--- src/rtl/ctrl_pipe_chain.sv ---
`default_nettype none
// ============================================================================
// Module      : ctrl_pipe_chain
// Description : Control-word pipeline with per-stage hold/flush and automatic
//               bubble insertion. Optional perf counters via CTRL_PIPE_PERF_EN.
// Revision    : 1.0  initial release
// ============================================================================
module ctrl_pipe_chain #(
    parameter int W      = 10,
    parameter int STAGES = 3,
    parameter int CNT_W  = 16
) (
    input  logic                  clk,
    input  logic                  reset,
    input  logic [W-1:0]          ctrl_in,
    input  logic                  valid_in,
    input  logic [STAGES-1:0]     stall,
    input  logic [STAGES-1:0]     flush,
    output logic [STAGES*W-1:0]   ctrl_out,
    output logic [STAGES-1:0]     valid_out,
    output logic                  hold_up,
    output logic [CNT_W-1:0]      stall_cnt,
    output logic [CNT_W-1:0]      bubble_cnt
);

    logic [STAGES-1:0][W-1:0] r_ctrl;
    logic [STAGES-1:0]        r_valid;
    logic [STAGES-1:0][W-1:0] w_in_ctrl;
    logic [STAGES-1:0]        w_in_valid;
    logic [STAGES-1:0]        w_hold;
    logic [STAGES-1:0]        w_abub;

    // A stall anywhere downstream freezes every stage in front of it.
    generate
        for (genvar k = 0; k < STAGES; k++) begin : g_hold
            if (k == STAGES - 1) begin : g_last
                assign w_hold[k] = stall[k];
            end else begin : g_mid
                assign w_hold[k] = stall[k] | w_hold[k+1];
            end
        end
    endgenerate

    generate
        for (genvar k = 0; k < STAGES; k++) begin : g_in
            if (k == 0) begin : g_first
                assign w_in_ctrl[k]  = ctrl_in;
                assign w_in_valid[k] = valid_in;
                assign w_abub[k]     = 1'b0;
            end else begin : g_rest
                assign w_in_ctrl[k]  = r_ctrl[k-1];
                assign w_in_valid[k] = r_valid[k-1];
                // Upstream is held but this stage moves: fill with a bubble
                // rather than duplicating the held instruction.
                assign w_abub[k]     = w_hold[k-1] & ~w_hold[k];
            end
        end
    endgenerate

    always_ff @(posedge clk) begin
        if (reset) begin
            r_ctrl  <= '0;
            r_valid <= '0;
        end else begin
            for (int k = 0; k < STAGES; k++) begin
                if (flush[k] || w_abub[k]) begin
                    r_ctrl[k]  <= '0;
                    r_valid[k] <= 1'b0;
                end else if (!w_hold[k]) begin
                    r_ctrl[k]  <= w_in_ctrl[k];
                    r_valid[k] <= w_in_valid[k];
                end
            end
        end
    end

    assign ctrl_out  = r_ctrl;
    assign valid_out = r_valid;
    assign hold_up   = w_hold[0];

`ifdef CTRL_PIPE_PERF_EN
    localparam logic [CNT_W:0] c_one = 1;

    logic [CNT_W-1:0] r_stall_cnt;
    logic [CNT_W-1:0] r_bubble_cnt;
    logic [CNT_W:0]   w_bub_n;
    logic [CNT_W:0]   w_stall_sum;
    logic [CNT_W:0]   w_bubble_sum;

    // Flush has priority over the auto-bubble, so it is not counted there.
    always_comb begin
        w_bub_n = '0;
        for (int k = 0; k < STAGES; k++) begin
            if (w_abub[k] && !flush[k]) begin
                w_bub_n = w_bub_n + c_one;
            end
        end
    end

    assign w_stall_sum  = {1'b0, r_stall_cnt} + c_one;
    assign w_bubble_sum = {1'b0, r_bubble_cnt} + w_bub_n;

    always_ff @(posedge clk) begin
        if (reset) begin
            r_stall_cnt  <= '0;
            r_bubble_cnt <= '0;
        end else begin
            if (w_hold[0]) begin
                r_stall_cnt <= w_stall_sum[CNT_W] ? '1 : w_stall_sum[CNT_W-1:0];
            end
            r_bubble_cnt <= w_bubble_sum[CNT_W] ? '1 : w_bubble_sum[CNT_W-1:0];
        end
    end

    assign stall_cnt  = r_stall_cnt;
    assign bubble_cnt = r_bubble_cnt;
`else
    assign stall_cnt  = '0;
    assign bubble_cnt = '0;
`endif

endmodule
`default_nettype wire

--- config.mk ---
export PLATFORM = sky130hd
export DESIGN_NAME = ctrl_pipe_chain
export DESIGN_NICKNAME = d
export VERILOG_FILES = /design/src/rtl/ctrl_pipe_chain.sv
export SDC_FILE = /design/constraint.sdc
export NUM_CORES = 1
export LEC_CHECK = 0
export BUFFER_PORTS_ARGS = -buffer_cell sky130_fd_sc_hd__buf_4
export CORE_MARGIN = 10
export CORE_UTILIZATION = 40
export DETAILED_ROUTE_END_ITERATION = 16
export PLACE_DENSITY = 0.75
export REMOVE_ABC_BUFFERS = 1
export SETUP_SLACK_MARGIN = 0.3
export SLEW_MARGIN = 20
export SYNTH_ARGS = -nofsm -noshare
export SYNTH_HDL_FRONTEND = slang
export SYNTH_SLANG_ARGS = --single-unit
--- constraint.sdc ---
create_clock -name clk -period 1 [get_ports clk]
set_input_delay 0.1 -clock clk [delete_from_list [all_inputs] [get_ports clk]]
set_output_delay 0.1 -clock clk [all_outputs]
set_load 0.02 [all_outputs]
======== After elaboration in Yosys (flattened, before gate mapping) ========
Index checks and enable logic that the tools add are counted.
storage, ports and cells
  bits in registers ....................... 33
  input bits .............................. 19
  output and inout bits ................... 66
  word-level logic and storage cells ...... 17
cells by class
  bitwise gates (word level) .............. 6
  reduce and logical (&&, ||, !) cells .... 5
operator list
  cell                number
  2-bit OR reduction  3
  1-bit bitwise AND   2
  1-bit logical OR    2
  1-bit inverter      2
  1-bit bitwise OR    2

======== Logic depth before layout (Yosys ltp) ========
Gate-level depths: netlist of the first run.
  depth after elaboration ................. 5
  depth in mapped cells ................... 5

======== Least setup slack after synthesis of the first run ========
OpenSTA, ideal clock, no wires.
  kind .................................... register to register
  from .................................... register r_ctrl, in the netlist ctrl_out[0]
  to ...................................... register r_ctrl, in the netlist ctrl_out[10]
  data arrival time ....................... 1,059 ps
  slack ................................... -145 ps
  cell stages (with the launch flop) ...... 3
  path through ............................ dfxtp_1 or3b_2 a211oi_1
RTL lines
  element                            line  RTL
  from (decl)                        26    logic [STAGES-1:0][W-1:0] r_ctrl;
  from (signal, indexed assignment)  70    r_ctrl[k] <= w_in_ctrl[k];

==> results of run 1 <==
-- routing by layer --
layer | vias up | global-route usage [%] | wire length (µm)
li1 | 765 | - | -
met1 | 775 | 16.1 | 2240
met2 | 62 | 25.6 | 3160
met3 | 4 | 6.21 | 446
met4 | 0 | 5.39 | 63
met5 | - | 0 | 0
-- worst register-to-register path, cell delays in order (launching register included) --
cell and delay (ns):
sky130_fd_sc_hd__dfxtp_2 0.33, sky130_fd_sc_hd__or3b_4 0.38, sky130_fd_sc_hd__a211oi_2 0.20
-- cells in the mapped netlist --
| library cell | count |
|---|---|
| sky130_fd_sc_hd__dfxtp_1 | 33 |
| sky130_fd_sc_hd__buf_4 | 32 |
| sky130_fd_sc_hd__a211oi_1 | 22 |
| sky130_fd_sc_hd__nor3_1 | 12 |
| sky130_fd_sc_hd__mux2i_1 | 11 |
| sky130_fd_sc_hd__o21ai_0 | 11 |
| sky130_fd_sc_hd__o31ai_1 | 11 |
| sky130_fd_sc_hd__or3b_2 | 11 |
| sky130_fd_sc_hd__or4b_1 | 11 |
| sky130_fd_sc_hd__clkbuf_1 | 10 |
| sky130_fd_sc_hd__buf_2 | 7 |
| sky130_fd_sc_hd__buf_6 | 2 |
| sky130_fd_sc_hd__or2_2 | 2 |
| sky130_fd_sc_hd__conb_1 | 1 |
| sky130_fd_sc_hd__inv_1 | 1 |
| sky130_fd_sc_hd__nor2b_1 | 1 |
| sky130_fd_sc_hd__nor3b_1 | 1 |
-- final timing paths --
kind	start	cells after the start	endpoint	slack (ns)
worst min register to register	ctrl_out[22]	2	ctrl_out[22]	0.53
worst max register to register	ctrl_out[9]	2	ctrl_out[19]	-0.003
worst max-delay path	ctrl_out[9]	2	ctrl_out[19]	-0.003
worst min-delay path	flush[0]	2	ctrl_out[0]	0.1
-- sequential cells by signal (all words and copies together) (netlist names) --
register   count
ctrl_out      30
valid_out      3
-- report_power, final --
part,leakage [nW],switching (mW),total [mW],internal [mW]
Clock,0.0450,0.484,0.965,0.482
Combinational,0.901,0.345,0.590,0.245
Sequential,0.283,0.00539,1.32,1.32
-- repair_timing --
item	4_1_cts	5_1_grt
setup buffers	9	5
gates resized for setup	141	41
endpoints found under the hold margin	0	0
pin swaps	28	10
gates cloned	4	0
endpoints found under the setup margin	67	67
-- cell type report --
class / instances / area, µm² / area share [%]
flip-flops and latches: 33 / 704 / 22.6
clock inverters: 2 / 10.0 / 0.321
inverters: 1 / 3.75 / 0.120
multi-input cells: 125 / 1190 / 38.1
clock buffers: 6 / 72.6 / 2.32
repair buffers: 98 / 1080 / 34.5
well taps: 50 / 62.6 / 2.00
-- through the flow --
step | cell area, µm² | instances | hold slack (ns) | setup TNS (ns) | worst slack [ns]
finish | 3120 | 315 | 0.0969 | -0.00261 | -0.00261
global route | 3120 | 315 | 0.0983 | -0.138 | -0.0297
CTS | 2870 | 310 | 0.0707 | 0 | 0.00758
detailed placement | 2150 | 289 | 0.372 | -3.23 | -0.150
global placement | 2150 | 289 | 0.373 | -2.45 | -0.110
floorplan | 1490 | 159 | 0.173 | -1.59 | -0.145
-- kinds of logic after synthesis --
family / synth area share [%]
and+or+nand+nor: 17.1
AOI/OAI and AO/OA: 17.7
buffers and inverters: 19.8
DFF: 38.7
other: 0.219
muxes: 6.44
==> reports/results.ini, run 1 <==
[power]
power-per-cell-area_mw_per_mm2=922
total_power_mw=2.88
irDropWorstVdd_v=0.000721
power_leakage_nw=1.23

[synthesis]
synth.yosys.seq_area_share_pct=38.7
synth_area_per_cell_um2=9.55
ys_types=17
synth_cells=179
synth_top_area_share_pct=38.7
synthTopCellsByArea=sky130_fd_sc_hd__dfxtp_1, sky130_fd_sc_hd__buf_4, sky130_fd_sc_hd__a211oi_1, sky130_fd_sc_hd__mux2i_1, sky130_fd_sc_hd__or4b_1
ys_warn_count=0
yosysTopAreaCell=sky130_fd_sc_hd__dfxtp_1
syn_area_mm2=0.00171
synth.ff_latch_count=33

[routing]
drc_errors=0
dr_total_vias=1606
routed_wire_length_per_instance_um=18.8
route.final.wire_length_mm=5.92
post_drt_antenna_nets=0
drt_pass1_iterations=4
dr.first_iter.drc_count=46
via_cell_ratio=5.10

[grt]
groute.usage.overall_pct=15.0
grt_pass1_wl_mm=8.95
largest_net_degree_at_the_start_of_global_routing=21
grt_pass1_vias=1779
initial_antenna_violation_count=0
globalRoute.totalOverflow=0

[sta]
finalHoldViolCount=0
report.final.slew_viol_count=0
setup_violations=1
timing.fmax_mhz=997
timing.clock.skew_ns=0.00207
minimum_period_implied_by_the_final_worst_setup_slack_ns=1.00
setup_repair_after_global_routing_missed_its_margin=true
final.setup.worst_slack_ns=-0.00261
share_of_the_clock_period_used_by_the_worst_path_pct=100

[setup_path]
critical_path_required_ns=1.19
sequence_of_cells_on_the_critical_path=or3b_4, a211oi_2
cp.buffers_inverters=0
slowest_stage_delay_on_critical_path_ns=0.38
cp_top_family=simple AND/OR/NAND/NOR gates
timing.critical_path.to_type=flop
crit_path_start_kind=flop
critical_path.slowest_cell=sky130_fd_sc_hd__or3b_4
timing.critical_path.arrival_ns=1.20
classification_of_the_worst_setup_path=reg -> reg
critical_path_peak_fanout=2

[clocking]
cts-hold-fix-buffers=0
clock_sinks=33
clkLatencyLatePin_ns=0.28
clk_root_buffer_cell=sky130_fd_sc_hd__clkbuf_8
clock_tree.buffer_depth=2
cts_tree=done
cts_htree_levels=2
reg_clk_slew_reported_paths_ns=0.07
cts_inserted_buffers=5

[floorplan]
die-height_um=85.4
core-area_mm2=0.00406
initial_utilization_pct=42.1
die_width_um=85.4
die_area_mm2=0.00729
rows=23
number_of_primary_i_o_pins=85

[layout]
fin_nets=283
drive_above_1_share_pct=77.0
num_antenna_cells=0
mostFrequentLayoutCells=sky130_fd_sc_hd__buf_6, sky130_fd_sc_hd__conb_1, sky130_fd_sc_hd__dfxtp_2, sky130_fd_sc_hd__buf_4, sky130_fd_sc_hd__a211oi_2
final_util_pct=77.0
layout.cells.most_common=sky130_fd_sc_hd__buf_6
areaGrowthSynthToFinish_pct=82.7
fillerInstances=270

[run]
maxCapViolCount=0

[placed_design]
detailedPlacementHpwl_mm=3.34
portBuffers=52
gp_routability_congestion=0.757

[status]
violations_in_the_final_reports=negative setup slack
run_status=finished, violations left

[hold_path]
worstHoldPathType=in -> reg

Note: power is estimated with default switching activity, not from simulation.
==> run 2: changes to the inputs <==
--- a/config.mk
+++ b/config.mk
@@ -7,12 +7,13 @@
 export LEC_CHECK = 0
 export BUFFER_PORTS_ARGS = -buffer_cell sky130_fd_sc_hd__buf_4
 export CORE_MARGIN = 10
-export CORE_UTILIZATION = 40
+export CORE_UTILIZATION = 30
 export DETAILED_ROUTE_END_ITERATION = 16
-export PLACE_DENSITY = 0.75
+export PLACE_DENSITY = 0.59
 export REMOVE_ABC_BUFFERS = 1
 export SETUP_SLACK_MARGIN = 0.3
 export SLEW_MARGIN = 20
 export SYNTH_ARGS = -nofsm -noshare
 export SYNTH_HDL_FRONTEND = slang
 export SYNTH_SLANG_ARGS = --single-unit
+export TNS_END_PERCENT = 20
==> run 2 against run 1 <==
Net effect:
- the flow still finishes with violations (negative setup slack)
- critical path depth unchanged
- hold slack better by 0.0080 ns
- clock power up 2%
- register-to-register slack about the same
- setup slack better by 0.0012 ns
- count of clock-buffer cells in the layout down 1
- first-iteration DRC count up 35%
- fmax up 0.12%
- sequential cell count unchanged
- core utilization down 28 points
- final area down 14%
- critical path type unchanged
- largest cell class unchanged
==> reports/results.ini, run 2 (same netlist as run 1, synthesis figures left out) <==
[layout]
layout.cells.most_common=sky130_fd_sc_hd__buf_6
instances_no_fill=317  ; +0.63%
number_of_flip_flops_under_the_largest_register_name=30  ; unchanged
fin_nets=263  ; -7.1%
mostFrequentLayoutCells=sky130_fd_sc_hd__buf_6, sky130_fd_sc_hd__buf_4, sky130_fd_sc_hd__conb_1, sky130_fd_sc_hd__dfxtp_2, sky130_fd_sc_hd__a211oi_2
areaGrowthSynthToFinish_pct=56.8
drive_above_1_share_pct=65.7  ; -11 points
num_antenna_cells=0  ; unchanged

[clocking]
reg_clk_slew_reported_paths_ns=0.07  ; about the same
cts_tree=done
cts_inserted_buffers=5  ; unchanged
clock_sinks=33  ; unchanged
cts_htree_levels=2  ; unchanged
cts-hold-fix-buffers=0  ; unchanged
clk_root_buffer_cell=sky130_fd_sc_hd__clkbuf_8
clock_tree.buffer_depth=2  ; unchanged
clkLatencyLatePin_ns=0.29  ; about the same

[setup_path]
r2r_start=ctrl_out[7]
timing.critical_path.to=ctrl_out[17]
critical_path_peak_fanout=2  ; unchanged
critical_path_required_ns=1.20  ; about the same
crit_path_start=ctrl_out[7]
timing.critical_path.to_type=flop
timing.reg2reg.setup_slack_ns=-0.001  ; about the same
reg2regPathDepth=2  ; unchanged
classification_of_the_worst_setup_path=reg -> reg
critical_path.slowest_cell=sky130_fd_sc_hd__or3b_4
timing.critical_path.arrival_ns=1.20  ; about the same
slowest_stage_delay_on_critical_path_ns=0.38  ; about the same
crit-reg2reg-capture=ctrl_out[17]
sequence_of_cells_on_the_critical_path=or3b_4, a211oi_2
crit_path_start_kind=flop

[grt]
groute.usage.overall_pct=9.91  ; -5.1 points
grt_pass1_vias=1465  ; -18%
initial_antenna_violation_count=0  ; unchanged
largest_net_degree_at_the_start_of_global_routing=47  ; +120%
grt_pass1_wl_mm=7.25  ; -19%
globalRoute.totalOverflow=0  ; unchanged

[sta]
setup_violations=1  ; unchanged
final.setup.worst_slack_ns=-0.00137  ; +0.00125 ns
setup_repair_after_global_routing_missed_its_margin=true
finalHoldViolCount=0  ; unchanged
timing.clock.skew_ns=0.00560  ; +0.00353 ns
report.final.slew_viol_count=0  ; unchanged
timing.fmax_mhz=999  ; +0.12%
share_of_the_clock_period_used_by_the_worst_path_pct=100  ; -0.12 points
minimum_period_implied_by_the_final_worst_setup_slack_ns=1.00  ; -0.00125 ns
hold_ws_ns=0.105  ; +0.00798 ns

[placed_design]
number_of_cells_in_the_design_after_placement=308  ; +6.6%
detailedPlacementHpwl_mm=3.34  ; -0.18%
portBuffers=52  ; unchanged
gp_routability_congestion=0.726  ; -4.1%

[routing]
drc_errors=0  ; unchanged
dr_total_vias=1438  ; -10%
routed_wire_length_per_instance_um=15.1  ; -19%
route.met3.wl_um=482  ; +8.1%
drt_pass1_iterations=2  ; -2
post_drt_antenna_nets=0  ; unchanged
dr.first_iter.drc_count=62  ; +35%
via_cell_ratio=4.54  ; -11%
top_layer_used=met4
route.layer.met1.wl_mm=1.96  ; -13%
met2_length_mm=2.30  ; -27%
route.final.wire_length_mm=4.80  ; -19%

[power]
power_leakage_nw=1.07  ; -13%
irDropWorstVdd_v=0.000569  ; -21%
power-per-cell-area_mw_per_mm2=1040  ; +12%
total_power_mw=2.77  ; -3.6%

[floorplan]
die_width_um=95.5  ; +12%
rows=27  ; +17%
core-area_mm2=0.00551  ; +36%
die_area_mm2=0.00912  ; +25%
die-height_um=95.5  ; +12%
initial_utilization_pct=31.0  ; -11 points
number_of_primary_i_o_pins=85  ; unchanged

[hold_path]
worstHoldPathType=in -> reg
worstHoldStart=flush[0]

[status]
run_status=finished, violations left
violations_in_the_final_reports=negative setup slack

[run]
maxCapViolCount=0  ; unchanged

[run 2: cell count changes in the layout (fill, tap and decap cells not counted), sizes merged]
cell / previous run / this run
clkbuf: 6 / 5
bufbuf: 2 / 0
clkinvlp: 0 / 1
buf: 96 / 78
[run 2: final cells by class]
cell class,instances,area [µm²]
Multi-Input combinational cell,125,1030
Inverter,1,3.75
Timing Repair Buffer,78,776
Clock buffer,5,68.8
Fill cell,540,2830
Sequential cell,33,694
Clock inverter,3,17.5
Tap cell,72,90.1
[run 2: worst min-delay path by stage]
stage / end / slack (ns) / cells past startpoint
finish: ctrl_out[9] / 0.10 / 2
global route: ctrl_out[8] / 0.1 / 2
CTS: ctrl_out[9] / 0.07 / 2
detailed placement: ctrl_out[0] / 0.39 / 2
global placement: ctrl_out[6] / 0.38 / 2
floorplan: ctrl_out[0] / 0.17 / 1
[run 2: power by group]
part           internal (mW)  leakage (nW)  switching (mW)
logic                  0.175         0.751           0.294
registers               1.32         0.280         0.00431
clock network          0.480        0.0439           0.501
total                   1.98          1.07           0.799
[run 2: repair_timing]
| action | in CTS | in global routing |
|---|---|---|
| buffers inserted | 1 | 0 |
| pin swaps | 2 | 25 |
| endpoints found under the setup margin | 67 | 67 |
| resized for setup | 47 | 76 |
[run 2: critical path, delay by kind of cell (launching register included)]
family | cells | cell delay (ns)
DFF | 1 | 0.34
and+or+nand+nor | 1 | 0.38
AOI/OAI and AO/OA | 1 | 0.20
[run 2: metal layers]
metal,global-route usage [%],up-vias
met3,5.18,6
met5,0,-
met2,15.6,51
li1,-,722
met4,3.32,0
met1,11.3,659
[run 2: metrics by stage]
stage | cell area (µm²) | util, % | worst slack, ns | setup TNS [ns]
2_1_floorplan | 1490 | - | -0.145 | -1.59
3_3_place_gp | 2160 | 39.2 | -0.159 | -3.79
3_5_place_dp | 2160 | 39.2 | -0.181 | -4.30
4_1_cts | 2400 | 43.6 | 0.0238 | 0
5_1_grt | 2680 | 48.7 | -0.0444 | -0.0916
6_report | 2680 | 48.7 | -0.00137 | -0.00137
